===== src/rtl/algo_2rw_port_sched_if.sv =====
// Requester-side bus of the two-port scheduler: packed per-requester request
// fields, accept strobes and read responses (requester 0 in the LSBs).
interface algo_2rw_port_sched_if #(
   parameter int NUMREQ  = 4,
   parameter int BITADDR = 13,
   parameter int WIDTH   = 32
);
   logic [NUMREQ-1:0]         req_vld;
   logic [NUMREQ-1:0]         req_write;
   logic [NUMREQ*BITADDR-1:0] req_addr;
   logic [NUMREQ*WIDTH-1:0]   req_din;
   logic [NUMREQ*WIDTH-1:0]   req_bw;
   logic [NUMREQ-1:0]         req_rdy;
   logic [NUMREQ-1:0]         rsp_vld;
   logic [NUMREQ*WIDTH-1:0]   rsp_dout;

   modport master (
      output req_vld, req_write, req_addr, req_din, req_bw,
      input  req_rdy, rsp_vld, rsp_dout
   );

   modport slave (
      input  req_vld, req_write, req_addr, req_din, req_bw,
      output req_rdy, rsp_vld, rsp_dout
   );
endinterface


===== src/rtl/algo_2rw_port_sched.sv =====
// Round-robin scheduler mapping up to NUMREQ requesters onto the two RW ports of t1.
// Optional conflict-stall counter: define ALGO_2RW_SCHED_STALL_CNT_EN.
module algo_2rw_port_sched #(
   parameter int WIDTH      = 32,
   parameter int BITADDR    = 13,
   parameter int NUMREQ     = 4,
   parameter int BITREQ     = 2,
   parameter int SRAM_DELAY = 1
) (
   input  logic                clk,
   input  logic                rst,
   algo_2rw_port_sched_if.slave req_if,
   output logic                t1_readA_o,
   output logic                t1_writeA_o,
   output logic [BITADDR-1:0]  t1_addrA_o,
   output logic [WIDTH-1:0]    t1_dinA_o,
   output logic [WIDTH-1:0]    t1_bwA_o,
   input  logic [WIDTH-1:0]    t1_doutA_i,
   output logic                t1_readB_o,
   output logic                t1_writeB_o,
   output logic [BITADDR-1:0]  t1_addrB_o,
   output logic [WIDTH-1:0]    t1_dinB_o,
   output logic [WIDTH-1:0]    t1_bwB_o,
   input  logic [WIDTH-1:0]    t1_doutB_i,
   output logic [15:0]         stall_cnt_o
);

   localparam int unsigned NREQ_U = NUMREQ;

   function automatic logic [BITREQ-1:0] wrap_add(input logic [BITREQ-1:0] base,
                                                  input int unsigned off);
      int unsigned sum;
      sum = 32'(base) + off;
      return BITREQ'(sum % NREQ_U);
   endfunction

   logic [BITREQ-1:0]  ptr_q, ptr_d;
   logic               gnt_a_s, cand_b_s, gnt_b_s, conflict_s;
   logic [BITREQ-1:0]  idx_a_s, idx_b_s;
   logic               wr_a_s, wr_b_s;
   logic [BITADDR-1:0] addr_a_s, addr_b_s;
   logic [WIDTH-1:0]   din_a_s, din_b_s, bw_a_s, bw_b_s;
   logic [NUMREQ-1:0]  rdy_s;

   logic               rd_a_q, wr_a_q, rd_b_q, wr_b_q;
   logic               rd_a_d, wr_a_d, rd_b_d, wr_b_d;
   logic [BITADDR-1:0] addr_a_q, addr_b_q, addr_a_d, addr_b_d;
   logic [WIDTH-1:0]   din_a_q, din_b_q, din_a_d, din_b_d;
   logic [WIDTH-1:0]   bw_a_q, bw_b_q, bw_a_d, bw_b_d;

   // Per-stage one-hot requester tags; src_b marks data returning on port B.
   logic [SRAM_DELAY:0][NUMREQ-1:0] tag_vld_q, tag_vld_d;
   logic [SRAM_DELAY:0][NUMREQ-1:0] tag_srcb_q, tag_srcb_d;
   logic [NUMREQ*WIDTH-1:0]         hold_q, hold_d, rsp_dout_s;

   // Port A candidate: first valid requester at or after the pointer; B: next valid after A.
   always_comb begin
      logic [BITREQ-1:0] j;
      gnt_a_s  = 1'b0;
      cand_b_s = 1'b0;
      idx_a_s  = '0;
      idx_b_s  = '0;
      j        = '0;
      for (int k = 0; k < NUMREQ; k++) begin
         j = wrap_add(ptr_q, unsigned'(k));
         if (!gnt_a_s && req_if.req_vld[j]) begin
            gnt_a_s = 1'b1;
            idx_a_s = j;
         end else begin
            gnt_a_s = gnt_a_s;
         end
      end
      for (int k = 1; k < NUMREQ; k++) begin
         j = wrap_add(idx_a_s, unsigned'(k));
         if (gnt_a_s && !cand_b_s && req_if.req_vld[j]) begin
            cand_b_s = 1'b1;
            idx_b_s  = j;
         end else begin
            cand_b_s = cand_b_s;
         end
      end
   end

   assign wr_a_s   = req_if.req_write[idx_a_s];
   assign wr_b_s   = req_if.req_write[idx_b_s];
   assign addr_a_s = req_if.req_addr[idx_a_s*BITADDR +: BITADDR];
   assign addr_b_s = req_if.req_addr[idx_b_s*BITADDR +: BITADDR];
   assign din_a_s  = req_if.req_din[idx_a_s*WIDTH +: WIDTH];
   assign din_b_s  = req_if.req_din[idx_b_s*WIDTH +: WIDTH];
   assign bw_a_s   = req_if.req_bw[idx_a_s*WIDTH +: WIDTH];
   assign bw_b_s   = req_if.req_bw[idx_b_s*WIDTH +: WIDTH];

   // Same-word access with a write on either side must be serialised.
   assign conflict_s = cand_b_s && (addr_a_s == addr_b_s) && (wr_a_s || wr_b_s);
   assign gnt_b_s    = cand_b_s && !conflict_s;

   // Accept strobes, forced low while reset is held.
   always_comb begin
      rdy_s = '0;
      if (rst) begin
         rdy_s = '0;
      end else begin
         if (gnt_a_s) begin
            rdy_s[idx_a_s] = 1'b1;
         end else begin
            rdy_s = rdy_s;
         end
         if (gnt_b_s) begin
            rdy_s[idx_b_s] = 1'b1;
         end else begin
            rdy_s = rdy_s;
         end
      end
   end

   assign req_if.req_rdy = rdy_s;

   // Pointer moves just past the last granted requester in round-robin order.
   always_comb begin
      ptr_d = ptr_q;
      if (gnt_b_s) begin
         ptr_d = wrap_add(idx_b_s, 32'd1);
      end else if (gnt_a_s) begin
         ptr_d = wrap_add(idx_a_s, 32'd1);
      end else begin
         ptr_d = ptr_q;
      end
   end

   // Next-cycle t1 commands; an idle port drives all-zero.
   always_comb begin
      rd_a_d   = gnt_a_s && !wr_a_s;
      wr_a_d   = gnt_a_s && wr_a_s;
      addr_a_d = gnt_a_s ? addr_a_s : '0;
      din_a_d  = gnt_a_s ? din_a_s  : '0;
      bw_a_d   = gnt_a_s ? bw_a_s   : '0;
      rd_b_d   = gnt_b_s && !wr_b_s;
      wr_b_d   = gnt_b_s && wr_b_s;
      addr_b_d = gnt_b_s ? addr_b_s : '0;
      din_b_d  = gnt_b_s ? din_b_s  : '0;
      bw_b_d   = gnt_b_s ? bw_b_s   : '0;
   end

   // Read tags enter at acceptance and surface SRAM_DELAY+1 cycles later.
   always_comb begin
      tag_vld_d  = '0;
      tag_srcb_d = '0;
      if (rd_a_d) begin
         tag_vld_d[0][idx_a_s] = 1'b1;
      end else begin
         tag_vld_d[0] = tag_vld_d[0];
      end
      if (rd_b_d) begin
         tag_vld_d[0][idx_b_s]  = 1'b1;
         tag_srcb_d[0][idx_b_s] = 1'b1;
      end else begin
         tag_srcb_d[0] = tag_srcb_d[0];
      end
      for (int i = 1; i <= SRAM_DELAY; i++) begin
         tag_vld_d[i]  = tag_vld_q[i-1];
         tag_srcb_d[i] = tag_srcb_q[i-1];
      end
   end

   // Response slots pass returning t1 data through and otherwise hold.
   always_comb begin
      rsp_dout_s = hold_q;
      for (int i = 0; i < NUMREQ; i++) begin
         if (tag_vld_q[SRAM_DELAY][i]) begin
            rsp_dout_s[i*WIDTH +: WIDTH] = tag_srcb_q[SRAM_DELAY][i] ? t1_doutB_i : t1_doutA_i;
         end else begin
            rsp_dout_s[i*WIDTH +: WIDTH] = hold_q[i*WIDTH +: WIDTH];
         end
      end
      hold_d = rsp_dout_s;
   end

   assign req_if.rsp_vld  = tag_vld_q[SRAM_DELAY];
   assign req_if.rsp_dout = rsp_dout_s;

   // Scheduler state, t1 command registers and tag pipeline.
   always_ff @(posedge clk or posedge rst) begin
      if (rst) begin
         ptr_q      <= '0;
         rd_a_q     <= 1'b0;
         wr_a_q     <= 1'b0;
         addr_a_q   <= '0;
         din_a_q    <= '0;
         bw_a_q     <= '0;
         rd_b_q     <= 1'b0;
         wr_b_q     <= 1'b0;
         addr_b_q   <= '0;
         din_b_q    <= '0;
         bw_b_q     <= '0;
         tag_vld_q  <= '0;
         tag_srcb_q <= '0;
         hold_q     <= '0;
      end else begin
         ptr_q      <= ptr_d;
         rd_a_q     <= rd_a_d;
         wr_a_q     <= wr_a_d;
         addr_a_q   <= addr_a_d;
         din_a_q    <= din_a_d;
         bw_a_q     <= bw_a_d;
         rd_b_q     <= rd_b_d;
         wr_b_q     <= wr_b_d;
         addr_b_q   <= addr_b_d;
         din_b_q    <= din_b_d;
         bw_b_q     <= bw_b_d;
         tag_vld_q  <= tag_vld_d;
         tag_srcb_q <= tag_srcb_d;
         hold_q     <= hold_d;
      end
   end

   assign t1_readA_o  = rd_a_q;
   assign t1_writeA_o = wr_a_q;
   assign t1_addrA_o  = addr_a_q;
   assign t1_dinA_o   = din_a_q;
   assign t1_bwA_o    = bw_a_q;
   assign t1_readB_o  = rd_b_q;
   assign t1_writeB_o = wr_b_q;
   assign t1_addrB_o  = addr_b_q;
   assign t1_dinB_o   = din_b_q;
   assign t1_bwB_o    = bw_b_q;

`ifdef ALGO_2RW_SCHED_STALL_CNT_EN
   logic [15:0] stall_cnt_q, stall_cnt_d;

   // Saturating count of cycles in which the second grant was withheld.
   always_comb begin
      stall_cnt_d = stall_cnt_q;
      if (conflict_s && (stall_cnt_q != 16'hFFFF)) begin
         stall_cnt_d = stall_cnt_q + 16'd1;
      end else begin
         stall_cnt_d = stall_cnt_q;
      end
   end

   // Stall counter register.
   always_ff @(posedge clk or posedge rst) begin
      if (rst) begin
         stall_cnt_q <= 16'h0000;
      end else begin
         stall_cnt_q <= stall_cnt_d;
      end
   end

   assign stall_cnt_o = stall_cnt_q;
`else
   assign stall_cnt_o = 16'h0000;
`endif

endmodule


===== src/flat_wrapper.sv =====
// flat-port wrapper written by rule: the top's interface ports become plain ports
module algo_2rw_port_sched_flat 
#(
   parameter int WIDTH      = 32,
   parameter int BITADDR    = 13,
   parameter int NUMREQ     = 4,
   parameter int BITREQ     = 2,
   parameter int SRAM_DELAY = 1
)
  (clk, rst, t1_readA_o, t1_writeA_o, t1_addrA_o, t1_dinA_o, t1_bwA_o, t1_doutA_i, t1_readB_o, t1_writeB_o, t1_addrB_o, t1_dinB_o, t1_bwB_o, t1_doutB_i, stall_cnt_o, req_if_req_vld, req_if_req_write, req_if_req_addr, req_if_req_din, req_if_req_bw, req_if_req_rdy, req_if_rsp_vld, req_if_rsp_dout);
  algo_2rw_port_sched_if #(.NUMREQ(NUMREQ), .BITADDR(BITADDR), .WIDTH(WIDTH)) req_if_i ();
  input  logic clk;
  input  logic rst;
  output logic t1_readA_o;
  output logic t1_writeA_o;
  output logic [BITADDR-1:0] t1_addrA_o;
  output logic [WIDTH-1:0] t1_dinA_o;
  output logic [WIDTH-1:0] t1_bwA_o;
  input  logic [WIDTH-1:0] t1_doutA_i;
  output logic t1_readB_o;
  output logic t1_writeB_o;
  output logic [BITADDR-1:0] t1_addrB_o;
  output logic [WIDTH-1:0] t1_dinB_o;
  output logic [WIDTH-1:0] t1_bwB_o;
  input  logic [WIDTH-1:0] t1_doutB_i;
  output logic [15:0] stall_cnt_o;
  input wire logic [$bits(req_if_i.req_vld)-1:0] req_if_req_vld;
  input wire logic [$bits(req_if_i.req_write)-1:0] req_if_req_write;
  input wire logic [$bits(req_if_i.req_addr)-1:0] req_if_req_addr;
  input wire logic [$bits(req_if_i.req_din)-1:0] req_if_req_din;
  input wire logic [$bits(req_if_i.req_bw)-1:0] req_if_req_bw;
  output wire logic [$bits(req_if_i.req_rdy)-1:0] req_if_req_rdy;
  output wire logic [$bits(req_if_i.rsp_vld)-1:0] req_if_rsp_vld;
  output wire logic [$bits(req_if_i.rsp_dout)-1:0] req_if_rsp_dout;
  assign req_if_i.req_vld = req_if_req_vld;
  assign req_if_i.req_write = req_if_req_write;
  assign req_if_i.req_addr = req_if_req_addr;
  assign req_if_i.req_din = req_if_req_din;
  assign req_if_i.req_bw = req_if_req_bw;
  assign req_if_req_rdy = req_if_i.req_rdy;
  assign req_if_rsp_vld = req_if_i.rsp_vld;
  assign req_if_rsp_dout = req_if_i.rsp_dout;
  algo_2rw_port_sched #(.WIDTH(WIDTH), .BITADDR(BITADDR), .NUMREQ(NUMREQ), .BITREQ(BITREQ), .SRAM_DELAY(SRAM_DELAY)) u_core (.clk(clk), .rst(rst), .req_if(req_if_i), .t1_readA_o(t1_readA_o), .t1_writeA_o(t1_writeA_o), .t1_addrA_o(t1_addrA_o), .t1_dinA_o(t1_dinA_o), .t1_bwA_o(t1_bwA_o), .t1_doutA_i(t1_doutA_i), .t1_readB_o(t1_readB_o), .t1_writeB_o(t1_writeB_o), .t1_addrB_o(t1_addrB_o), .t1_dinB_o(t1_dinB_o), .t1_bwB_o(t1_bwB_o), .t1_doutB_i(t1_doutB_i), .stall_cnt_o(stall_cnt_o));
endmodule

===== config.mk =====
export PLATFORM = sky130hd
export DESIGN_NAME = algo_2rw_port_sched_flat
export DESIGN_NICKNAME = d
export VERILOG_FILES = /design/src/rtl/algo_2rw_port_sched_if.sv /design/src/rtl/algo_2rw_port_sched.sv /design/src/flat_wrapper.sv
export SDC_FILE = /design/constraint.sdc
export NUM_CORES = 1
export LEC_CHECK = 0
export CORE_AREA = 2 2 268 270
export CTS_CLUSTER_SIZE = 14
export DETAILED_ROUTE_END_ITERATION = 8
export DIE_AREA = 0 0 270 272
export PLACE_DENSITY = 0.54
export SYNTH_ARGS = -nofsm -noshare
export SYNTH_HDL_FRONTEND = slang
export SYNTH_SLANG_ARGS = --single-unit

===== constraint.sdc =====
create_clock -name clk -period 22 [get_ports clk]
set_clock_uncertainty 0.1 [all_clocks]
set_input_delay 4.4 -clock clk [delete_from_list [all_inputs] [get_ports clk]]
set_output_delay 4.4 -clock clk [all_outputs]
set_load 0.03 [all_outputs]

### Word level (Yosys, flattened, before mapping)

Index checks and enable logic that the tools add are counted.

| cells by class | value |
|---|---|
| $add $sub $neg | 7 |
| multipliers | 2 |
| divide/modulo/power cells | 0 |
| order comparisons | 11 |
| equal/unequal tests | 1 |
| shifts and indexed selects | 6 |
| multiplexer cells | 59 |
| bitwise gates (word level) | 2 |
| reduce and logical (&&, ||, !) cells | 27 |

Operator list:

| operator | count |
|---|---|
| $shiftx 128x8->32 | 4 |
| $mux 32 | 12 |
| $shiftx 52x7->13 | 2 |
| $mux 4 | 7 |
| $lt 2x3->1 const B | 9 |
| $mux 13 | 2 |
| $bmux 1 s2 | 9 |
| $mux 1 | 18 |
| $mux 2 | 9 |
| $logic_and 1x1->1 | 17 |
| $eq 13x13->1 | 1 |
| $mul 2x4->6 const B | 2 |
| $add 2x2->2 const B | 4 |
| $logic_not 1->1 | 8 |
| $or 4x4->4 | 2 |
| $add 2x1->2 const B | 3 |
| $demux 1 s2 | 2 |
| $ge 2x1->1 const B | 2 |
| $reduce_bool 2->1 | 1 |
| $logic_or 1x1->1 | 1 |

| storage, ports and cells | value |
|---|---|
| bits in registers | 304 |
| latch bits | 0 |
| RAM bits | 0 |
| bits in read-only memories | 0 |
| bits of input ports | 382 |
| memories kept | 0 |

### Depth between registers and ports, before layout

| logic depth | value |
|---|---|
| depth in word-level cells | 34 |
| mapped depth | 21 |

### Worst setup path before layout

Ideal clock, no wire load.

| path | value |
|---|---|
| path type | input -> output |
| start | input port rst |
| end | output port req_if_req_rdy[3] |
| data arrival time | 11.779 ns |
| slack | 5.721 ns |
| cell stages on the path | 3 |
| cells stage by stage | inv_1 -> nand3_1 -> o32ai_1 |

| on the way | value |
|---|---|
| longest elaborated chain between the ends | 1 |

RTL lines:

| item | RTL line | source |
|---|---|---|
| start: declaration | flat_wrapper.sv:13 | `input logic rst;` |
| $mux 4 | algo_2rw_port_sched.sv:100 | `if (rst) begin` |
| end: declaration | flat_wrapper.sv:32 | `output wire logic [$bits(req_if_i.req_rdy)-1:0] req_if_req_rdy;` |

No other way between the ends.

### Worst setup path after layout

| path | value |
|---|---|
| start | input port req_if_req_vld[1] |
| end | output port req_if_req_rdy[2] |

| on the way | value |
|---|---|
| longest elaborated chain between the ends | 34 |
| elaborated cells between the ends (all ways) | 73 |
| those cells by class | add/sub (3); mul (2); order compare (4); eq/ne (1); shift (2); mux (40); bitwise (1); reduce/logical (20) |

RTL lines:

| item | RTL line | source |
|---|---|---|
| start: declaration | flat_wrapper.sv:27 | `input wire logic [$bits(req_if_i.req_vld)-1:0] req_if_req_vld;` |
| $bmux 1 s2 | algo_2rw_port_sched.sv:66 | `if (!gnt_a_s && req_if.req_vld[j]) begin` |
| $mux 1 (implied by the code) | algo_2rw_port_sched.sv:66 |  |
| $mux 1 | algo_2rw_port_sched.sv:66 |  |
| $logic_not 1->1 | algo_2rw_port_sched.sv:66 |  |
| $logic_and 1x1->1 | algo_2rw_port_sched.sv:66 |  |
| $mux 1 | algo_2rw_port_sched.sv:66 |  |
| $logic_not 1->1 | algo_2rw_port_sched.sv:66 |  |
| $logic_and 1x1->1 | algo_2rw_port_sched.sv:66 |  |
| [17 not listed] | - |  |
| $mul 2x4->6 | algo_2rw_port_sched.sv:87 | `assign addr_b_s = req_if.req_addr[idx_b_s*BITADDR +: BITADDR];` |
| $shiftx 52x7->13 | algo_2rw_port_sched.sv:87 |  |
| $eq 13x13->1 | algo_2rw_port_sched.sv:94 | `assign conflict_s = cand_b_s && (addr_a_s == addr_b_s) && (wr_a_s \|\| wr_b_s);` |
| $logic_and 1x1->1 (2 in series) | algo_2rw_port_sched.sv:94 |  |
| $logic_not 1->1 | algo_2rw_port_sched.sv:95 | `assign gnt_b_s = cand_b_s && !conflict_s;` |
| $logic_and 1x1->1 | algo_2rw_port_sched.sv:95 |  |
| $mux 4 (*) | algo_2rw_port_sched.sv:108 | `if (gnt_b_s) begin` |
| $mux 4 (*) | algo_2rw_port_sched.sv:100 |  |

Mark *: on every way between the ends. The rest lies on a longest branch, timed or not. The select of a mux whose other input is x is not followed.

==> results.json <==
{
  "outcome": "complete, no violations",
  "min_path_type": "flip-flop to flip-flop",
  "criticalPathCategory": "input pin to output pin",
  "synth_edf_count": 0,
  "rows": 98,
  "numCtsBuffers": 40,
  "synth.yosys.warnings": 0,
  "cts_setup_buffers": 0,
  "start_util_pct": 23.25,
  "placed_cell_area_sq_mm": 0.02400,
  "max_cap_violations": 0,
  "final_cell_area_sq_mm": 0.02538,
  "synthArstFlopShare_pct": 100.0,
  "track_usage_pct": 19.01,
  "multi_input_area_sq_mm": 0.008190,
  "grt_overflow": 0,
  "drc": 0,
  "synth_top_area_share_pct": 46.24,
  "crit_required_ps": 17500,
  "swShare_pct": 45.79,
  "viasPerCell": 4.770,
  "synth_top_area_cell": "dfrtp_1",
  "cts_tree": "built",
  "startpoint_type": "input pin",
  "h-tree-depth": 2,
  "ir_worst_vdd_v": 0.00006942,
  "syn_to_final_growth_pct": 54.24,
  "core_sq_mm": 0.07075,
  "syn-cell-area_sq_mm": 0.01645,
  "die_y_microns": 272,
  "cts_resized": 0,
  "cts_hold_buf": 0,
  "cts.sinks": 304,
  "fill_cells": 7131,
  "wl_per_cell_microns": 22.37,
  "hold_viol": 0,
  "drtAntennaViolNets": 0,
  "grt_pass1_wl_microns": 106300,
  "grt_pass1_vias": 15670,
  "leakage_nw": 10.33,
  "fin_setup_tns_ps": 0,
  "clock.fmax_ghz": 0.06598,
  "fin_crit_ps": 15160,
  "nets": 2657,
  "p_sw_w": 0.001822,
  "cp-end-kind": "output pin",
  "fin_util_pct": 35.87,
  "die_x_microns": 270,
  "routabilityCongestion": 0.8860,
  "clkTransAtPathRegs_ps": 50,
  "boundaryPins": 692,
  "synth_seq_cells": 304,
  "drtIter0Drc": 1105,
  "port_buffers": 675,
  "rsz0062_at_grt": "false",
  "power_frac_seq_pct": 22.4,
  "regArea_sq_mm": 0.007617,
  "hold_slack_ps": 246.7,
  "critPathMaxFanout": 64,
  "synth_seq_area_share_pct": 46.24,
  "hpwl_microns": 52730,
  "p_comb_share_pct": 60.3,
  "setup_viol": 0,
  "syn_inst": 1673,
  "dr.pass1.iters": 5,
  "crit_arrival_ps": 10660,
  "avgSynthCellArea_sq_um": 9.834,
  "synth_area_leaders": "dfrtp_1 (46%), mux2i_1 (9.6%), mux4_2 (8.8%)",
  "grt_start_max_net_pins": 149,
  "slew_headroom_pct": 25.01,
  "drive_gt1_share_pct": 8.221,
  "routed_wl_microns": 72740,
  "r2r_cells": 16,
  "holdPathStages": 0,
  "tightest_slew_ps": 1125,
  "intPower_w": 0.002156,
  "cts_buffer_depth": 3,
  "maxSlewViolCount": 0,
  "vias": 15510,
  "clockPowerShare_pct": 17.3,
  "ys_types": 55,
  "grt_antenna_before_repair": 8,
  "die_area_sq_mm": 0.07344,
  "fin_crit_sh_pct": 68.90,
  "root_buffer": "clkbuf_16",
  "ys.flop_type": "dfrtp_1",
  "p_per_area_mw_per_mm2": 156.8,
  "worstSkewPairLatency_ps": 550
}
[Yosys cell counts (3+ instances only)]
master	n
a2111oi_0	3
a211oi_1	4
a21boi_0	22
a21oi_1	132
a32o_1	12
and2_1	4
and3_1	80
buf_1	27
buf_2	12
buf_4	18
buf_6	3
clkbuf_1	99
dfrtp_1	304
ha_1	6
inv_1	7
mux2_2	15
mux2i_1	158
mux4_2	64
nand2_1	265
nand3_1	132
nor2_1	164
nor2b_1	70
nor3_1	4
o21ai_0	5
o32ai_1	14
xor2_1	11
[power by group through the flow]
| stage | sequential (W) | clock (W) | combinational, W |
|---|---|---|---|
| 2_1_floorplan | 0.00115 | 0 | 0.00118 |
| 3_3_place_gp | 0.000898 | 0 | 0.00240 |
| 3_5_place_dp | 0.000899 | 0 | 0.00241 |
| 4_1_cts | 0.000893 | 0.000711 | 0.00242 |
| 5_1_grt | 0.000916 | 0.000733 | 0.00254 |
| 6_report | 0.000891 | 0.000688 | 0.00240 |
[layout by cell type (no fill, tap or decap), drive strengths merged, types with 2 or more instances in the layout]
master,instances
conb,16
nor2,164
clkbuf,56
dfrtp,304
o31ai,2
nand2,266
ha,6
o21ai,7
mux2i,159
diode,3
nor2b,70
a211oi,5
a2111oi,4
o32ai,14
nor4,2
bufinv,5
nand2b,2
a21oi,132
or3,2
and3,80
clkinv,5
a221o,2
a32o,12
nor3,4
nand3,132
clkdlybuf4s50,675
mux4,64
clkinvlp,3
a41o,2
o221ai,2
a21boi,24
buf,23
and2,5
xor2,11
mux2,15
inv,13
[area by class of cell]
cell class,instances,share of cell area (%)
timing repair buffer,698,27.36
inverter,10,0.2367
sequential,304,30.02
multi-input combinational,1215,32.28
clock inverter,16,0.8974
clock buffer,56,4.502
antenna,3,0.02958
tap,950,4.684
[sequential cells by signal (all words and copies together), names as in the netlist, 2 cells and up]
name / count
u_core.ptr_q: 2
u_core.tag_srcb_d: 4
u_core.tag_srcb_q: 4
u_core.t1_bwB_o: 32
u_core.t1_bwA_o: 32
u_core.tag_vld_d: 4
u_core.t1_dinB_o: 32
u_core.t1_addrA_o: 13
u_core.t1_addrB_o: 13
u_core.t1_dinA_o: 32
u_core.hold_q: 128
u_core.req_if.rsp_vld: 4
[critical path, cell delays in order]
cell and delay, ps:
clkdlybuf4s50_1 710, a21o_1 290, a21oi_1 240, o22ai_4 90, buf_4 300, ha_1 410, inv_1 90, o31ai_4 50
buf_4 420, and2_4 730, inv_4 430, a211oi_1 460, o21ai_0 230, a2111oi_4 410, nand4_2 260, a41o_1 330
clkdlybuf4s50_1 690
[path summary, 6_finish.rpt]
kind,slack [ps],from,endpoint
worst max-delay path,6840,req_if_req_vld[1],req_if_req_rdy[2]
worst min-delay path,250,u_core.tag_srcb_d[5]$_DFF_PP0_,u_core.tag_srcb_q[5]$_DFF_PP0_
worst max register to register,15620,u_core.ptr_q[1]$_DFFE_PP0P_,u_core.tag_vld_d[7]$_DFF_PP0_
worst min register to register,250,u_core.tag_srcb_d[5]$_DFF_PP0_,u_core.tag_srcb_q[5]$_DFF_PP0_
max in group asynchronous,15920,rst,u_core.t1_writeB_o$_DFF_PP0_
min in group asynchronous,4450,rst,u_core.t1_addrA_o[12]$_DFF_PP0_
[stage by stage]
step | setup slack (ps) | std cells | power, W
global placement | 6930 | 3177 | 0.003296
detailed placement | 6840 | 3177 | 0.003311
floorplan | 5721 | 1688 | 0.002328
finish | 6843 | 3252 | 0.003978
global route | 6407 | 3251 | 0.004193
CTS | 6837 | 3249 | 0.004025
[cell families (layout without fill, tap and decap cells)]
group	Yosys count	in the layout	share of synthesized area, %
fa+ha+maj	7	7	0.5171
xor+xnor	11	11	0.5856
mux	238	238	19.54
flops	304	304	46.24
compound gates	211	211	8.145
buf+inv	169	780	4.571
simple gates	732	732	20.38
other cells	1	19	0.02279
[layer usage]
layer / GRT usage (%) / wire [microns]
met1: 23.15 / 28870
met2: 31.92 / 34990
met3: 6.365 / 6740
met4: 5.512 / 2093
met5: 0 / 50
Power figures use the tool's default switching activity.
